`src/rtl/e603_subsys_misc_icb_buf.sv`:
```
// rtl/e603_subsys_misc_icb_buf.sv - window/alignment-checking ICB buffer in front of the misc register block
// Optional downstream response timeout: define E603_MISC_ICB_BUF_TMO_EN.
module e603_subsys_misc_icb_buf #(
  parameter logic [31:0] BASE_ADDR  = 32'h1001_0000,
  parameter int unsigned ERR_CNT_W  = 8,
  parameter logic [15:0] TMO_CYCLES = 16'd1024
) (
  input  logic                 clk,
  input  logic                 rst_n,
  input  logic                 i_icb_cmd_valid,
  output logic                 i_icb_cmd_ready,
  input  logic [31:0]          i_icb_cmd_addr,
  input  logic                 i_icb_cmd_read,
  input  logic [31:0]          i_icb_cmd_wdata,
  input  logic [3:0]           i_icb_cmd_wmask,
  output logic                 i_icb_rsp_valid,
  input  logic                 i_icb_rsp_ready,
  output logic [31:0]          i_icb_rsp_rdata,
  output logic                 i_icb_rsp_err,
  output logic                 o_icb_cmd_valid,
  input  logic                 o_icb_cmd_ready,
  output logic [11:0]          o_icb_cmd_addr,
  output logic                 o_icb_cmd_read,
  output logic [31:0]          o_icb_cmd_wdata,
  input  logic                 o_icb_rsp_valid,
  output logic                 o_icb_rsp_ready,
  input  logic [31:0]          o_icb_rsp_rdata,
  output logic [ERR_CNT_W-1:0] err_cnt
);

  typedef enum logic [1:0] {IDLE, CMD, WAIT, RSP} state_t;

  state_t      state_q, state_d;
  logic [11:0] addr_q,  addr_d;
  logic        read_q,  read_d;
  logic [31:0] wdata_q, wdata_d;
  logic [31:0] rdata_q, rdata_d;
  logic        err_q,   err_d;
  logic        cmd_legal;
  logic        dn_cmd_hs;
  logic        dn_rsp_hs;
  logic        up_rsp_hs;

  if (BASE_ADDR[11:0] != 12'h000) begin : g_base_unaligned
    $error("BASE_ADDR must be 4 KB aligned");
  end
  if (TMO_CYCLES == 16'd0) begin : g_tmo_zero
    $error("TMO_CYCLES must be non-zero");
  end

`ifdef E603_MISC_ICB_BUF_TMO_EN
  logic [15:0] tmo_cnt_q, tmo_cnt_d;
  logic        drop_pend_q, drop_pend_d;
`endif

  assign cmd_legal = (i_icb_cmd_addr[31:12] == BASE_ADDR[31:12]) &&
                     (i_icb_cmd_addr[1:0] == 2'b00) &&
                     (i_icb_cmd_read || (i_icb_cmd_wmask == 4'hF));

  assign dn_cmd_hs = o_icb_cmd_valid & o_icb_cmd_ready;
  assign dn_rsp_hs = o_icb_rsp_valid & o_icb_rsp_ready;
  assign up_rsp_hs = i_icb_rsp_valid & i_icb_rsp_ready;

  assign o_icb_cmd_addr  = addr_q;
  assign o_icb_cmd_read  = read_q;
  assign o_icb_cmd_wdata = wdata_q;
  assign i_icb_rsp_rdata = rdata_q;
  assign i_icb_rsp_err   = err_q;

  // Handshake outputs decode from registered state only; the misc slave ties
  // its cmd_ready to our rsp_ready, so rsp_ready must not look at cmd_ready.
  always_comb begin
    i_icb_cmd_ready = (state_q == IDLE);
    i_icb_rsp_valid = (state_q == RSP);
    o_icb_cmd_valid = (state_q == CMD);
    o_icb_rsp_ready = (state_q == CMD) || (state_q == WAIT);
`ifdef E603_MISC_ICB_BUF_TMO_EN
    if (drop_pend_q) begin
      o_icb_cmd_valid = 1'b0;
      o_icb_rsp_ready = 1'b1;
    end
`endif
  end

  always_comb begin
    state_d = state_q;
    addr_d  = addr_q;
    read_d  = read_q;
    wdata_d = wdata_q;
    rdata_d = rdata_q;
    err_d   = err_q;
    case (state_q)
      IDLE: begin
        if (i_icb_cmd_valid) begin
          if (cmd_legal) begin
            addr_d  = i_icb_cmd_addr[11:0];
            read_d  = i_icb_cmd_read;
            wdata_d = i_icb_cmd_wdata;
            state_d = CMD;
          end else begin
            rdata_d = 32'h0;
            err_d   = 1'b1;
            state_d = RSP;
          end
        end
      end
      CMD: begin
        if (dn_cmd_hs) begin
          if (dn_rsp_hs) begin
            rdata_d = read_q ? o_icb_rsp_rdata : 32'h0;
            err_d   = 1'b0;
            state_d = RSP;
          end else begin
            state_d = WAIT;
          end
        end
      end
      WAIT: begin
        if (dn_rsp_hs) begin
          rdata_d = read_q ? o_icb_rsp_rdata : 32'h0;
          err_d   = 1'b0;
          state_d = RSP;
        end
      end
      RSP: begin
        if (i_icb_rsp_ready) state_d = IDLE;
      end
      default: state_d = IDLE;
    endcase

`ifdef E603_MISC_ICB_BUF_TMO_EN
    tmo_cnt_d   = 16'h0;
    drop_pend_d = drop_pend_q;
    if (drop_pend_q && o_icb_rsp_valid) drop_pend_d = 1'b0;
    // The counter only runs while a command is actually visible downstream.
    if (((state_q == CMD) || (state_q == WAIT)) && !drop_pend_q) begin
      tmo_cnt_d = tmo_cnt_q + 16'd1;
      if ((tmo_cnt_q == TMO_CYCLES - 16'd1) && (state_d != RSP)) begin
        state_d     = RSP;
        rdata_d     = 32'h0;
        err_d       = 1'b1;
        tmo_cnt_d   = 16'h0;
        drop_pend_d = (state_q == WAIT) || dn_cmd_hs;
      end
    end
`endif
  end

  always_ff @(posedge clk or negedge rst_n) begin
    if (!rst_n) begin
      state_q <= IDLE;
      addr_q  <= 12'h0;
      read_q  <= 1'b0;
      wdata_q <= 32'h0;
      rdata_q <= 32'h0;
      err_q   <= 1'b0;
    end else begin
      state_q <= state_d;
      addr_q  <= addr_d;
      read_q  <= read_d;
      wdata_q <= wdata_d;
      rdata_q <= rdata_d;
      err_q   <= err_d;
    end
  end

`ifdef E603_MISC_ICB_BUF_TMO_EN
  always_ff @(posedge clk or negedge rst_n) begin
    if (!rst_n) begin
      tmo_cnt_q   <= 16'h0;
      drop_pend_q <= 1'b0;
    end else begin
      tmo_cnt_q   <= tmo_cnt_d;
      drop_pend_q <= drop_pend_d;
    end
  end
`endif

  always_ff @(posedge clk or negedge rst_n) begin
    if (!rst_n) begin
      err_cnt <= '0;
    end else if (up_rsp_hs && err_q && (err_cnt != {ERR_CNT_W{1'b1}})) begin
      err_cnt <= err_cnt + {{(ERR_CNT_W-1){1'b0}}, 1'b1};
    end
  end

endmodule

```
`config.mk`:
```
export PLATFORM = sky130hd
export DESIGN_NAME = e603_subsys_misc_icb_buf
export DESIGN_NICKNAME = d
export VERILOG_FILES = /design/src/rtl/e603_subsys_misc_icb_buf.sv
export SDC_FILE = /design/constraint.sdc
export NUM_CORES = 1
export LEC_CHECK = 0
export ABC_CLOCK_PERIOD_IN_PS = 6300
export CORE_ASPECT_RATIO = 0.9
export CORE_MARGIN = 5
export CORE_UTILIZATION = 43
export DETAILED_ROUTE_END_ITERATION = 7
export PLACE_DENSITY = 0.89
export SYNTH_ARGS = -nofsm -noshare
export SYNTH_HDL_FRONTEND = slang
export SYNTH_SLANG_ARGS = --single-unit
```
`constraint.sdc`:
```
create_clock -name clk -period 6.3 [get_ports clk]
set_input_delay 1.26 -clock clk [delete_from_list [all_inputs] [get_ports clk]]
set_output_delay 1.26 -clock clk [all_outputs]
set_load 0.01 [all_outputs]
```
==> results of run 1 <==
==> cell families after synthesis <==
logic type,Yosys count,share of synthesized area
AOI/OAI and AO/OA,12,0.02374
and+or+nand+nor,59,0.09858
xor gates and xnor gates,7,0.01616
muxes,77,0.2301
DFF,88,0.5803
buffers and inverters,19,0.03462
adders and majority gates,5,0.01649
==> through the flow <==
step	util	instances	setup WS [ns]	cell area, µm²
2_1_floorplan	-	267	3.535	3795
3_3_place_gp	0.6744	570	2.671	5806
3_5_place_dp	0.6744	570	2.607	5806
4_1_cts	0.6983	586	2.546	6011
5_1_grt	0.6983	586	2.376	6011
6_report	0.6983	586	2.528	6011
==> area by class of cell <==
cell class              count  share of cell area
flip-flops and latches     88              0.3664
clock inverters             6             0.01124
well taps                 119             0.02477
inverters                   5            0.003122
repair buffers            198              0.3285
clock buffers              10             0.02290
multi-input cells         160              0.2431
==> sequential cells by signal, summed over array words and instances (netlist names) <==
signal and flops:
o_icb_cmd_wdata 32, i_icb_rsp_err 1, o_icb_cmd_addr 12, i_icb_rsp_rdata 32, o_icb_cmd_read 1, err_cnt 8, state_q 2
==> cell usage after synthesis (3+ instances only) <==
library cell | count | share of area
dfrtp_1 | 88 | 0.58
mux2_2 | 71 | 0.21
and3_1 | 34 | 0.056
buf_6 | 8 | 0.024
clkbuf_1 | 6 | 0.0059
ha_1 | 5 | 0.016
inv_1 | 5 | 0.0049
nor2b_1 | 5 | 0.0082
nand4_1 | 4 | 0.0066
xor2_1 | 4 | 0.0092
mux2_1 | 3 | 0.0089
nand2_1 | 3 | 0.0030
nand3_1 | 3 | 0.0040
nor3_1 | 3 | 0.0040
nor4b_1 | 3 | 0.0069
xnor2_1 | 3 | 0.0069
==> power by group through the flow <==
| stage | Sequential, µW | Clock (µW) | Combinational (µW) |
|---|---|---|---|
| 3_3_place_gp | 622 | 0 | 448 |
| 3_5_place_dp | 623 | 0 | 456 |
| 4_1_cts | 612 | 410 | 457 |
| 2_1_floorplan | 625 | 0 | 292 |
| 6_report | 613 | 398 | 454 |
| 5_1_grt | 617 | 431 | 490 |
==> routing by layer <==
metal	vias to the layer above	wire length, µm	GRT usage
li1	1357	-	-
met1	1426	3851	0.2167
met2	101	5455	0.3428
met3	17	830	0.05970
met4	0	195	0.06019
met5	-	0	0
==> path summary, 6_finish.rpt <==
path                                                     from                         endpoint  slack, ns
worst max-delay path                   state_q[0]$_DFFE_PN0P_                  o_icb_rsp_ready       2.53
worst max register to register         state_q[0]$_DFFE_PN0P_   i_icb_rsp_rdata[4]$_DFFE_PN0P_       3.15
min in group asynchronous                               rst_n  i_icb_rsp_rdata[16]$_DFFE_PN0P_       1.09
max in group asynchronous                               rst_n  i_icb_rsp_rdata[23]$_DFFE_PN0P_       4.48
worst min register to register  o_icb_cmd_addr[4]$_DFFE_PN0P_    o_icb_cmd_addr[4]$_DFFE_PN0P_       0.50
worst min-delay path            o_icb_cmd_addr[4]$_DFFE_PN0P_    o_icb_cmd_addr[4]$_DFFE_PN0P_       0.50
==> worst max-delay path, stage by stage (launching register included) <==
cell and delay, ns:
dfrtp_1 0.41, inv_1 0.11, ha_1 0.95, clkdlybuf4s50_1 0.69
==> out/qor.csv, run 1 <==
metric;value;unit
area of the mapped netlist;3795;µm²
die width;109.0;µm
drt first pass iters;4;
Worst EP arrival;2.51;ns
Num CTS Buffers;9;
most frequent cells in the layout;clkdlybuf4s50_1, dfrtp_1, mux2_2;
Vias/cell;4.951;
antenna-violating nets left;0;
internal power;1003;µW
Initial DRC Count;116;
synthesized area per cell;14.21;µm²
outcome;completed;
Worst EP required;5.04;ns
worst ir drop on vdd;166.4;µV
gr usage total;0.1916;
most common cell after layout, fill and taps aside;clkdlybuf4s50_1;
hold_ws;0.4994;ns
Syn Inst Count;267;
switching share of total power;0.3153;
largest net degree at the start of global routing;89;
EDFF count, synth;0;
P_sw;461.8;µW
Logic pwr share;0.310;
initial core utilization;0.4408;
CTS tree;built;
die area;10810;µm²
IO Port Bufs;196;
clock slew at reported path FFs;0.09;ns
DR vias;2901;
worst r2r path cells;6;
Register Area;2202;µm²
NumNets Final;574;
placed wire-length estimate;7854;µm
P per Cell Area;243.6;nW/µm²
total grt overflow;0;
layout filler cell count;639;
Synthesized Nets;379;
Max-Cap Viols;0;
Seq/Total Area, Yosys;0.5803;
Final Critical Period;3.772;ns
final clock skew;0.009196;ns
CTS sink cnt;88;
Longest Clk Path Bufs;2;
area occupied by multi-input gates;1461;µm²
H-tree levels;3;
Distinct cells, synth;29;
Resized cells post-CTS;0;
vias in the first global route;3163;
first-pass GRT wire length;16120;µm
Die Ht;99.12;µm
Hold Path Class;reg -> reg;
fraction of registers with async set/reset;1.000;
Reg power frac;0.418;
diodes inserted;0;
num rows;32;
initial antenna violation count;0;
core area;8608;µm²
startpoint types;flop;
drc violations;0;
CTS Hold Bufs;0;
synthesized flop and latch total;88;
final WL;10330;µm
FMAX;265.1;MHz
final hold violations;0;
# Post-CTS Setup Buffers;0;
ys flop type;dfrtp_1;
GPL Wtd Cong;0.8923;
Area Growth Syn to Fin;58.39;%
routed len/inst;17.63;µm
Setup Crit Path Kind;reg -> out;
Clk pwr share;0.272;
Rel. slew slack;0.2712;
leak pwr;0.002850;µW
RSZ-0062 raised after global routing;false;
root buffer cell;clkbuf_8;
Setup TNS;0;ns
Worst Hold Depth;1;
CP Capture Type;primary output;
Synth Warn #;0;
clk_lat worst skew;0.35;ns
setup violators final;0;
Least-Margin Pin Slew;1.093;ns
fin. max-slew vios;0;
Pwr Total;1464;µW
share of layout cells above drive strength 1;0.1991;
Ports;197;
worst-path maximum fanout;37;
final worst path period share;0.5987;
Power figures use the tool's default switching activity.
==> run 2, diff against run 1 <==
- ABC_CLOCK_PERIOD_IN_PS: 6300 -> 3600
- CORE_UTILIZATION: 43 -> 40
- PLACE_DENSITY: 0.89 -> 0.84
- clock period: 6.3 -> 3.6 ns (I/O delays scaled with it)
==> out/qor.csv, run 2 (synthesis gave the netlist of run 1 again) <==
metric;value;unit;change
outcome;completed;;
final clock skew;0.005439;ns;-0.003757 ns
setup violators final;0;;unchanged
placed wire-length estimate;8033;µm;+2.3%
die width;112.7;µm;+3.3%
slowest cell on the critical path;clkdlybuf4s50_1;;
worst-path maximum fanout;36;;-2.7%
Initial DRC Count;100;;-14%
Met2 Wirelength;5404;µm;-0.93%
Vias/cell;5.002;;+1.0%
final WL;10590;µm;+2.5%
largest net degree at the start of global routing;89;;unchanged
crit path cell chain;inv_1, ha_1, buf_4, clkdlybuf4s50_1;;
Least-Margin Pin Slew;1.106;ns;+0.01294 ns
P per Cell Area;424.3;nW/µm²;+74%
vias in the first global route;3246;;+2.6%
total grt overflow;0;;unchanged
most frequent cells in the layout;clkdlybuf4s50_1, dfrtp_1, mux2_2;;
clk_lat worst skew;0.34;ns;about the same
final worst path period share;0.7844;;
# Post-CTS Setup Buffers;0;;unchanged
Post-Layout Inst Area;6036;µm²;+0.42%
Final Critical Period;2.824;ns;
initial core utilization;0.4121;;-0.02869
placed cell area;5849;µm²;+0.75%
die area;11540;µm²;+6.8%
Largest delay share family, worst path;buffers and inverters;;
NumNets Final;576;;+0.35%
layout filler cell count;720;;+13%
antenna-violating nets left;0;;unchanged
Ports;197;;unchanged
routed len/inst;17.95;µm;+1.8%
initial antenna violation count;0;;unchanged
CP Capture Type;primary output;;
area occupied by multi-input gates;1461;µm²;unchanged
Area Growth Syn to Fin;59.05;%;
Resized cells post-CTS;0;;unchanged
Rel. slew slack;0.2625;;-0.008626
drc violations;0;;unchanged
WL met3;1063;µm;+28%
first-pass GRT wire length;16580;µm;+2.9%
Setup TNS;0;ns;unchanged
startpoint types;flop;;
diodes inserted;0;;unchanged
WP buf/inv;3;;+1
Hold Path Class;reg -> reg;;
leak pwr;0.002867;µW;+0.61%
r2r setup slk;1.06;ns;-2.09 ns
Worst EP required;2.88;ns;-2.16 ns
slowest stage delay, CP;0.60;ns;-0.35 ns
fin. max-slew vios;0;;unchanged
worst ir drop on vdd;399.6;µV;+140%
root buffer cell;clkbuf_8;;
CTS sink cnt;88;;unchanged
max layer used;met4;;
DR vias;2951;;+1.7%
CTS tree;built;;
Register Area;2202;µm²;unchanged
Worst EP arrival;2.10;ns;-0.41 ns
Die Ht;102.4;µm;+3.3%
FMAX;354.1;MHz;
clock slew at reported path FFs;0.08;ns;about the same
Num CTS Buffers;9;;unchanged
Longest Clk Path Bufs;2;;unchanged
drt first pass iters;4;;unchanged
num rows;33;;+3.1%
Setup Crit Path Kind;reg -> out;;
met1 WL;3958;µm;+2.8%
IO Port Bufs;196;;unchanged
H-tree levels;3;;unchanged
core area;9208;µm²;+7.0%
gr usage total;0.1830;;-0.008622
share of layout cells above drive strength 1;0.1987;;-0.0004255
final hold violations;0;;unchanged
Max-Cap Viols;0;;unchanged
GPL Wtd Cong;0.7709;;-14%
CTS Hold Bufs;0;;unchanged
most common cell after layout, fill and taps aside;clkdlybuf4s50_1;;
RSZ-0062 raised after global routing;false;;
run 2: layout make-up:
| type | instances | area share |
|---|---|---|
| clock buffer | 11 | 0.02342 |
| clock inverter | 4 | 0.007463 |
| inverter | 5 | 0.003109 |
| multi-input combinational | 160 | 0.2421 |
| sequential | 88 | 0.3648 |
| tap | 122 | 0.02529 |
| timing repair buffer | 200 | 0.3337 |
run 2: where the power goes:
group | leakage, µW | switching (µW) | internal (µW)
clock | 0.0000989 | 327 | 333
combinational | 0.00155 | 413 | 419
sequential | 0.00122 | 44.2 | 1030
run 2: path summary, 6_finish.rpt:
kind / startpoint / to / cells after the start
max in group asynchronous: rst_n / i_icb_rsp_rdata[9]$_DFFE_PN0P_ / 1
min in group asynchronous: rst_n / err_cnt[7]$_DFFE_PN0P_ / 1
max reg2reg: state_q[0]$_DFFE_PN0P_ / o_icb_cmd_wdata[31]$_DFFE_PN0P_ / 7
min reg2reg: o_icb_cmd_addr[3]$_DFFE_PN0P_ / o_icb_cmd_addr[3]$_DFFE_PN0P_ / 1
min: o_icb_cmd_addr[3]$_DFFE_PN0P_ / o_icb_cmd_addr[3]$_DFFE_PN0P_ / 1
max: state_q[0]$_DFFE_PN0P_ / o_icb_rsp_ready / 4
run 2: layer usage:
layer | vias to the layer above | global-route usage
met1 | 1461 | 0.1944
met5 | - | 0
met4 | 0 | 0.04159
li1 | 1349 | -
met3 | 14 | 0.08467
met2 | 127 | 0.3347
run 2: through the flow:
| step | hold slack [ns] | cells | utilization | total power [µW] | worst slack (ns) |
|---|---|---|---|---|---|
| 2_1_floorplan | 0.4244 | 267 | - | 1604 | 1.375 |
| 3_3_place_gp | 0.4695 | 575 | 0.6353 | 1897 | 0.7923 |
| 3_5_place_dp | 0.4751 | 575 | 0.6353 | 1921 | 0.6472 |
| 4_1_cts | 0.4929 | 590 | 0.6555 | 2592 | 0.7805 |
| 5_1_grt | 0.5151 | 590 | 0.6555 | 2691 | 0.6898 |
| 6_report | 0.4877 | 590 | 0.6555 | 2561 | 0.7763 |
